$ cat config.mk
export PLATFORM = sky130hd
export DESIGN_NAME = vga_pattern_gen
export DESIGN_NICKNAME = d
export VERILOG_FILES = /design/src/rtl/vga_pkg.sv /design/src/rtl/vga_timing.sv /design/src/rtl/vga_pattern_gen.sv
export SDC_FILE = /design/constraint.sdc
export NUM_CORES = 1
export LEC_CHECK = 0
export ABC_AREA = 1
export BUFFER_PORTS_ARGS = -buffer_cell sky130_fd_sc_hd__buf_4
export CORE_MARGIN = 1
export CORE_UTILIZATION = 38
export DETAILED_ROUTE_END_ITERATION = 16
export PLACE_DENSITY_LB_ADDON = 0.1
export SYNTH_ARGS = -nofsm -noshare
export SYNTH_HDL_FRONTEND = slang
export SYNTH_HIERARCHICAL = 1
export SYNTH_SLANG_ARGS = --single-unit
$ cat constraint.sdc
create_clock -name clk -period 2.2 [get_ports clk]
set_clock_uncertainty 0.1 [all_clocks]
set_input_delay 0.22 -clock clk [delete_from_list [all_inputs] [get_ports clk]]
set_output_delay 0.22 -clock clk [all_outputs]
set_load 0.01 [all_outputs]
$ cat src/rtl/vga_pkg.sv
// Shared timing defaults, pattern mode encoding and small helpers for the
// VGA test-pattern generator.
package vga_pkg;

    localparam int H_ACTIVE_DEF = 640;
    localparam int H_FP_DEF     = 16;
    localparam int H_SYNC_DEF   = 96;
    localparam int H_BP_DEF     = 48;
    localparam int H_TOTAL_DEF  = H_ACTIVE_DEF + H_FP_DEF + H_SYNC_DEF + H_BP_DEF;

    localparam int V_ACTIVE_DEF = 480;
    localparam int V_FP_DEF     = 10;
    localparam int V_SYNC_DEF   = 2;
    localparam int V_BP_DEF     = 33;
    localparam int V_TOTAL_DEF  = V_ACTIVE_DEF + V_FP_DEF + V_SYNC_DEF + V_BP_DEF;

    // Counters are wide enough for any line or frame up to 2047 units.
    localparam int POS_W = 11;
    localparam int OFS_W = 10;

    typedef enum logic [1:0] {
        XOR      = 2'd0,
        CHECKER  = 2'd1,
        GRADIENT = 2'd2,
        SOLID    = 2'd3
    } mode_e;

    function automatic logic in_window(input logic [POS_W-1:0] pos, input int lo, input int hi);
        return (pos >= POS_W'(lo)) && (pos < POS_W'(hi));
    endfunction

endpackage

$ cat src/rtl/vga_timing.sv
// Horizontal/vertical raster counters with combinational sync decode and a
// frame-boundary strobe on the last pixel of the last line.
module vga_timing
    import vga_pkg::*;
#(
    parameter int H_ACTIVE = H_ACTIVE_DEF,
    parameter int H_FP     = H_FP_DEF,
    parameter int H_SYNC   = H_SYNC_DEF,
    parameter int H_BP     = H_BP_DEF,
    parameter int V_ACTIVE = V_ACTIVE_DEF,
    parameter int V_FP     = V_FP_DEF,
    parameter int V_SYNC   = V_SYNC_DEF,
    parameter int V_BP     = V_BP_DEF,
    parameter bit SYNC_POL = 1'b0
)
(
    input  logic             clk,
    input  logic             rst_n,
    output logic [POS_W-1:0] hpos,
    output logic [POS_W-1:0] vpos,
    output logic             hsync,
    output logic             vsync,
    output logic             frame_end
);

    localparam int H_TOTAL = H_ACTIVE + H_FP + H_SYNC + H_BP;
    localparam int V_TOTAL = V_ACTIVE + V_FP + V_SYNC + V_BP;

    logic h_last;
    logic v_last;

    assign h_last    = (hpos == POS_W'(H_TOTAL - 1));
    assign v_last    = (vpos == POS_W'(V_TOTAL - 1));
    assign frame_end = h_last && v_last;

    // The line counter only advances when the pixel counter wraps.
    always_ff @(posedge clk or negedge rst_n) begin
        if (!rst_n) begin
            hpos <= '0;
            vpos <= '0;
        end else if (h_last) begin
            hpos <= '0;
            vpos <= v_last ? '0 : vpos + POS_W'(1);
        end else begin
            hpos <= hpos + POS_W'(1);
        end
    end

    assign hsync = in_window(hpos, H_ACTIVE + H_FP, H_ACTIVE + H_FP + H_SYNC) ? SYNC_POL : ~SYNC_POL;
    assign vsync = in_window(vpos, V_ACTIVE + V_FP, V_ACTIVE + V_FP + V_SYNC) ? SYNC_POL : ~SYNC_POL;

endmodule

$ cat src/rtl/vga_pattern_gen.sv
// VGA test-pattern generator: per-frame mode/scroll registers, pattern
// colour logic and the registered output stage, driven by vga_timing.
module vga_pattern_gen
    import vga_pkg::*;
#(
    parameter int CB       = 2,
    parameter int H_ACTIVE = H_ACTIVE_DEF,
    parameter int H_FP     = H_FP_DEF,
    parameter int H_SYNC   = H_SYNC_DEF,
    parameter int H_BP     = H_BP_DEF,
    parameter int V_ACTIVE = V_ACTIVE_DEF,
    parameter int V_FP     = V_FP_DEF,
    parameter int V_SYNC   = V_SYNC_DEF,
    parameter int V_BP     = V_BP_DEF,
    parameter bit SYNC_POL = 1'b0
)
(
    input  logic          clk,
    input  logic          rst_n,
    input  logic [1:0]    mode_i,
    input  logic [2:0]    speed_i,
    input  logic          freeze_i,
    output logic          hsync_o,
    output logic          vsync_o,
    output logic          de_o,
    output logic [CB-1:0] r_o,
    output logic [CB-1:0] g_o,
    output logic [CB-1:0] b_o,
    output logic          frame_o
);

    localparam logic [CB-1:0] ONES = '1;

    logic [POS_W-1:0] hpos;
    logic [POS_W-1:0] vpos;
    logic             hsync;
    logic             vsync;
    logic             frame_end;

    vga_timing #(
        .H_ACTIVE (H_ACTIVE),
        .H_FP     (H_FP),
        .H_SYNC   (H_SYNC),
        .H_BP     (H_BP),
        .V_ACTIVE (V_ACTIVE),
        .V_FP     (V_FP),
        .V_SYNC   (V_SYNC),
        .V_BP     (V_BP),
        .SYNC_POL (SYNC_POL)
    ) u_timing (
        .clk       (clk),
        .rst_n     (rst_n),
        .hpos      (hpos),
        .vpos      (vpos),
        .hsync     (hsync),
        .vsync     (vsync),
        .frame_end (frame_end)
    );

    mode_e            mode_q;
    mode_e            mode_next;
    logic [2:0]       speed_q;
    logic [2:0]       speed_next;
    logic [OFS_W-1:0] offset_q;
    logic [OFS_W-1:0] offset_next;
    logic             boundary_q;

    // Pattern controls are only allowed to change on the last pixel of a frame.
    always_comb begin
        mode_next   = mode_q;
        speed_next  = speed_q;
        offset_next = offset_q;
        if (frame_end) begin
            mode_next  = mode_e'(mode_i);
            speed_next = speed_i;
            if (!freeze_i) begin
                offset_next = offset_q + OFS_W'(speed_next);
            end
        end
    end

    always_ff @(posedge clk or negedge rst_n) begin
        if (!rst_n) begin
            mode_q     <= XOR;
            speed_q    <= '0;
            offset_q   <= '0;
            boundary_q <= 1'b0;
        end else begin
            mode_q     <= mode_next;
            speed_q    <= speed_next;
            offset_q   <= offset_next;
            boundary_q <= frame_end;
        end
    end

    logic [OFS_W-1:0] x_pix;
    logic [OFS_W-1:0] y_pix;
    logic [OFS_W-1:0] xy_pix;
    logic             active;

    assign x_pix  = OFS_W'(hpos + POS_W'(offset_q));
    assign y_pix  = vpos[OFS_W-1:0];
    assign xy_pix = x_pix ^ y_pix;
    assign active = (hpos < POS_W'(H_ACTIVE)) && (vpos < POS_W'(V_ACTIVE));

    logic [CB-1:0] r_next;
    logic [CB-1:0] g_next;
    logic [CB-1:0] b_next;

    // Each channel takes the top CB bits of the slice named by the mode.
    always_comb begin
        r_next = '0;
        g_next = '0;
        b_next = '0;
        if (active) begin
            case (mode_q)
                XOR: begin
                    r_next = CB'(xy_pix >> (8 - CB));
                    g_next = CB'(x_pix >> (9 - CB));
                    b_next = CB'(y_pix >> (9 - CB));
                end
                CHECKER: begin
                    if (x_pix[5] ^ y_pix[5]) begin
                        r_next = ONES;
                        g_next = ONES;
                        b_next = ONES;
                    end
                end
                GRADIENT: begin
                    r_next = CB'(x_pix >> (10 - CB));
                    g_next = CB'(y_pix >> (9 - CB));
                    b_next = CB'(offset_q >> (10 - CB));
                end
                SOLID: begin
                    r_next = ONES;
                    g_next = ONES;
                    b_next = ONES;
                end
            endcase
        end
    end

    // One register stage keeps syncs, enable, colour and frame strobe aligned;
    // boundary_q is clear after reset, so the first post-reset frame does not pulse.
    always_ff @(posedge clk or negedge rst_n) begin
        if (!rst_n) begin
            hsync_o <= ~SYNC_POL;
            vsync_o <= ~SYNC_POL;
            de_o    <= 1'b0;
            r_o     <= '0;
            g_o     <= '0;
            b_o     <= '0;
            frame_o <= 1'b0;
        end else begin
            hsync_o <= hsync;
            vsync_o <= vsync;
            de_o    <= active;
            r_o     <= r_next;
            g_o     <= g_next;
            b_o     <= b_next;
            frame_o <= boundary_q && (hpos == '0) && (vpos == '0);
        end
    end

endmodule

==> metrics <==
WL per Instance=12.83 um; Max Cap Viol=0; Yosys top cell area share=36.33%; Setup WS pre-CTS=0.02132 ns; most frequent cell after synthesis=nand2_1; first-pass GRT wire length=12.26 mm; Antenna Cells=0; synth warn=6; grt peak-use layer=met2; Post-Syn Area per Cell=7.295 um^2; initial antenna violation count=0; Finish-stage setup viols=0; asr flop ratio synth=100.0%; Leak=1.835 nW; Detailed Route Iter0 Violations=120; GP Congestion=0.8223; Final Cycle Share=96.37%; worst r2r dst=offset_q[8]; drt first pass iters=5; cell row count=31; Worst-Skew Late Latency=0.31 ns; hold_sp=mode_i[0]; nets@finish=480; GR Util met1=26.00%; worst reg-to-reg path cell count=14; CTS Buffer Depth=2; dominant synthesized flop cell=dfrtp_1; Synth area leaders=dfrtp_1 36%, nand2_1 15%, inv_1 7.7%; Total Power=1.636 mW; Hold EP=mode_q[0]; global-route met3 utilization=2.694%; WP data required=2.30 ns; GRT overflow=0; post-route ant nets=0; post-route setup TNS=0 ns; gr usage total=18.67%; core box area=7408 um^2; Distinct cells, synth=31; PwrDens=455.9 nW/um^2; Post-DP HPWL=5.316 mm; Starting Density=39.98%; clock-pin slew on the worst setup and hold paths=0.09 ns; Synth Net Count=431; final instance area=3588 um^2; die width=90.28 um; met2 global-route usage=30.22%; Die Y=90.28 um; Peak Freq=471.6 MHz; Root Driver=clkbuf_8; slew of the pin with the lowest slew margin=0.6091 ns; crit path DAT=2.22 ns; Slew headroom=59.40%; CTS H-Tree Depth=2; CTS buffer count=5; synthesis-to-finish area growth=21.17%; largest net degree at the start of global routing=46; largest area contributor in the netlist=dfrtp_1; critical path endpoint category=register; reg2reg setup slack=0.08 ns; crit-path max FO=3; HP Class=in2reg; final cell count without fillers=555; final WL=7.120 mm; Seq/Total Area, Yosys=38.11%; max-slew violations=0; outcome=finished, final reports clean; Sinks on Clock Net=45; Top Ports=18; WHS Path Cells=3; Post-synth EDFFs=0; most frequent cells after synthesis=115 x nand2_1, 61 x inv_1, 45 x nor2_1; Mapped Cells=406; CTS tree=built; Vias=2,666; dpl cell area=3372 um^2; die footprint=8150 um^2; critical path startpoint category=register; vias in the first global route=2,609; Max IR drop VDD=226.7 uV; Netlist Area Pre-Place=2962 um^2; path type of the worst setup path=reg2reg; port bufs=17; Final Hold Vio Count=0; cell count after placement=543; DRC viols=0; worst setup path startpoint=u_timing/vpos[0]; minimum clock period after layout=2.120 ns; Vias per Instance=4.804; fraction of layout cells with a size suffix above 1=16.67%; unrepaired setup endpoints after global routing=yes; FF+latch count, synth=45; start of the worst register-to-register path=u_timing/vpos[0]; post-route setup slack=0.07977 ns
[cell type report]
class,count,area (um^2)
Sequential cell,45,1129
Multi-Input combinational cell,296,1633
Tap cell,99,123.9
Fill cell,755,3820
Clock inverter,3,65.06
Inverter,63,236.5
Clock buffer,5,68.82
Timing Repair Buffer,44,332.8
[where the power goes]
group | switching [mW] | total, mW | internal (mW)
Clock | 0.301 | 0.752 | 0.451
Sequential | 0.00323 | 0.833 | 0.830
Combinational | 0.0332 | 0.0512 | 0.0180
[metal layers]
layer | wire length, um | up-vias | part of all wire [%]
met5 | 0 | - | 0
met4 | 119 | 0 | 1.7
met3 | 203 | 8 | 2.9
met2 | 3307 | 45 | 46
met1 | 3490 | 1222 | 49
li1 | - | 1391 | -
[cell usage in the layout, fill, tap and decap left out, types with 2 or more instances in the layout]
master,n
clkbuf_8,5
nand4_1,10
nor4_1,5
nand3_2,2
inv_2,5
nor2_2,2
xor2_1,10
nor2_4,4
nand2_2,3
ha_1,14
bufinv_16,2
nand3b_1,3
a21o_1,2
dfstp_2,2
buf_4,43
nand2_1,114
dfrtp_1,43
inv_1,58
nand3_1,38
o21ai_0,9
o21bai_1,3
nor3_1,9
o21ai_1,2
xnor2_1,5
a21oi_1,7
nor2_1,43
[kinds of logic (layout without fill, tap and decap cells)]
logic type               count (synthesis)  after routing  share of synthesized area [%]
buffers and inverters                   65            115                          8.534
XOR/XNOR                                16             16                          4.732
AND/OR/NAND/NOR                        238            238                          36.38
AO/OA/AOI/OAI                           25             25                          4.816
adder cells (fa/ha/maj)                 17             17                          7.436
flip-flops                              45             45                          38.11
[flip-flops by register name (all words and copies together) (netlist names)]
signal         flops
b_o                2
boundary_q         1
de_o               1
frame_o            1
g_o                2
hsync_o            1
mode_q             2
offset_q          10
r_o                2
u_timing/hpos     11
u_timing/vpos     11
vsync_o            1
[what timing repair did]
item                       CTS  global route
hold endpoints to repair    43             0
buffers inserted             0             3
pin swaps                    0             7
setup endpoints to repair    1             4
resized for setup            1            11
hold buffers                 1             0
[per-stage QoR]
step | utilization, % | hold slack [ns]
detailed placement | 45.52 | 0.1736
global placement | 45.52 | 0.1785
floorplan | - | -0.1756
finish | 48.44 | 0.006731
CTS | 47.54 | 0.01101
global route | 48.44 | 0.007328
[worst max-delay path, cell delays in order, from the launching register on]
cell	delay (ns)
dfrtp_1	0.40
inv_2	0.08
ha_4	0.12
inv_2	0.05
nor4_4	0.14
nand3_1	0.13
nor2_2	0.16
inv_2	0.08
nor2_4	0.12
nand2_2	0.07
a21oi_4	0.14
nand2_2	0.08
nor2_4	0.12
nand3_2	0.09
xnor2_2	0.14
[worst max-delay path by stage]
stage | endpoint | slack, ns
detailed placement | offset_q[8] | 0.02
floorplan | offset_q[8] | 0.05
finish | offset_q[8] | 0.08
global placement | offset_q[8] | 0.11
CTS | offset_q[8] | 0.04
global route | offset_q[8] | -0.06
(Power assumes the default switching activity.)
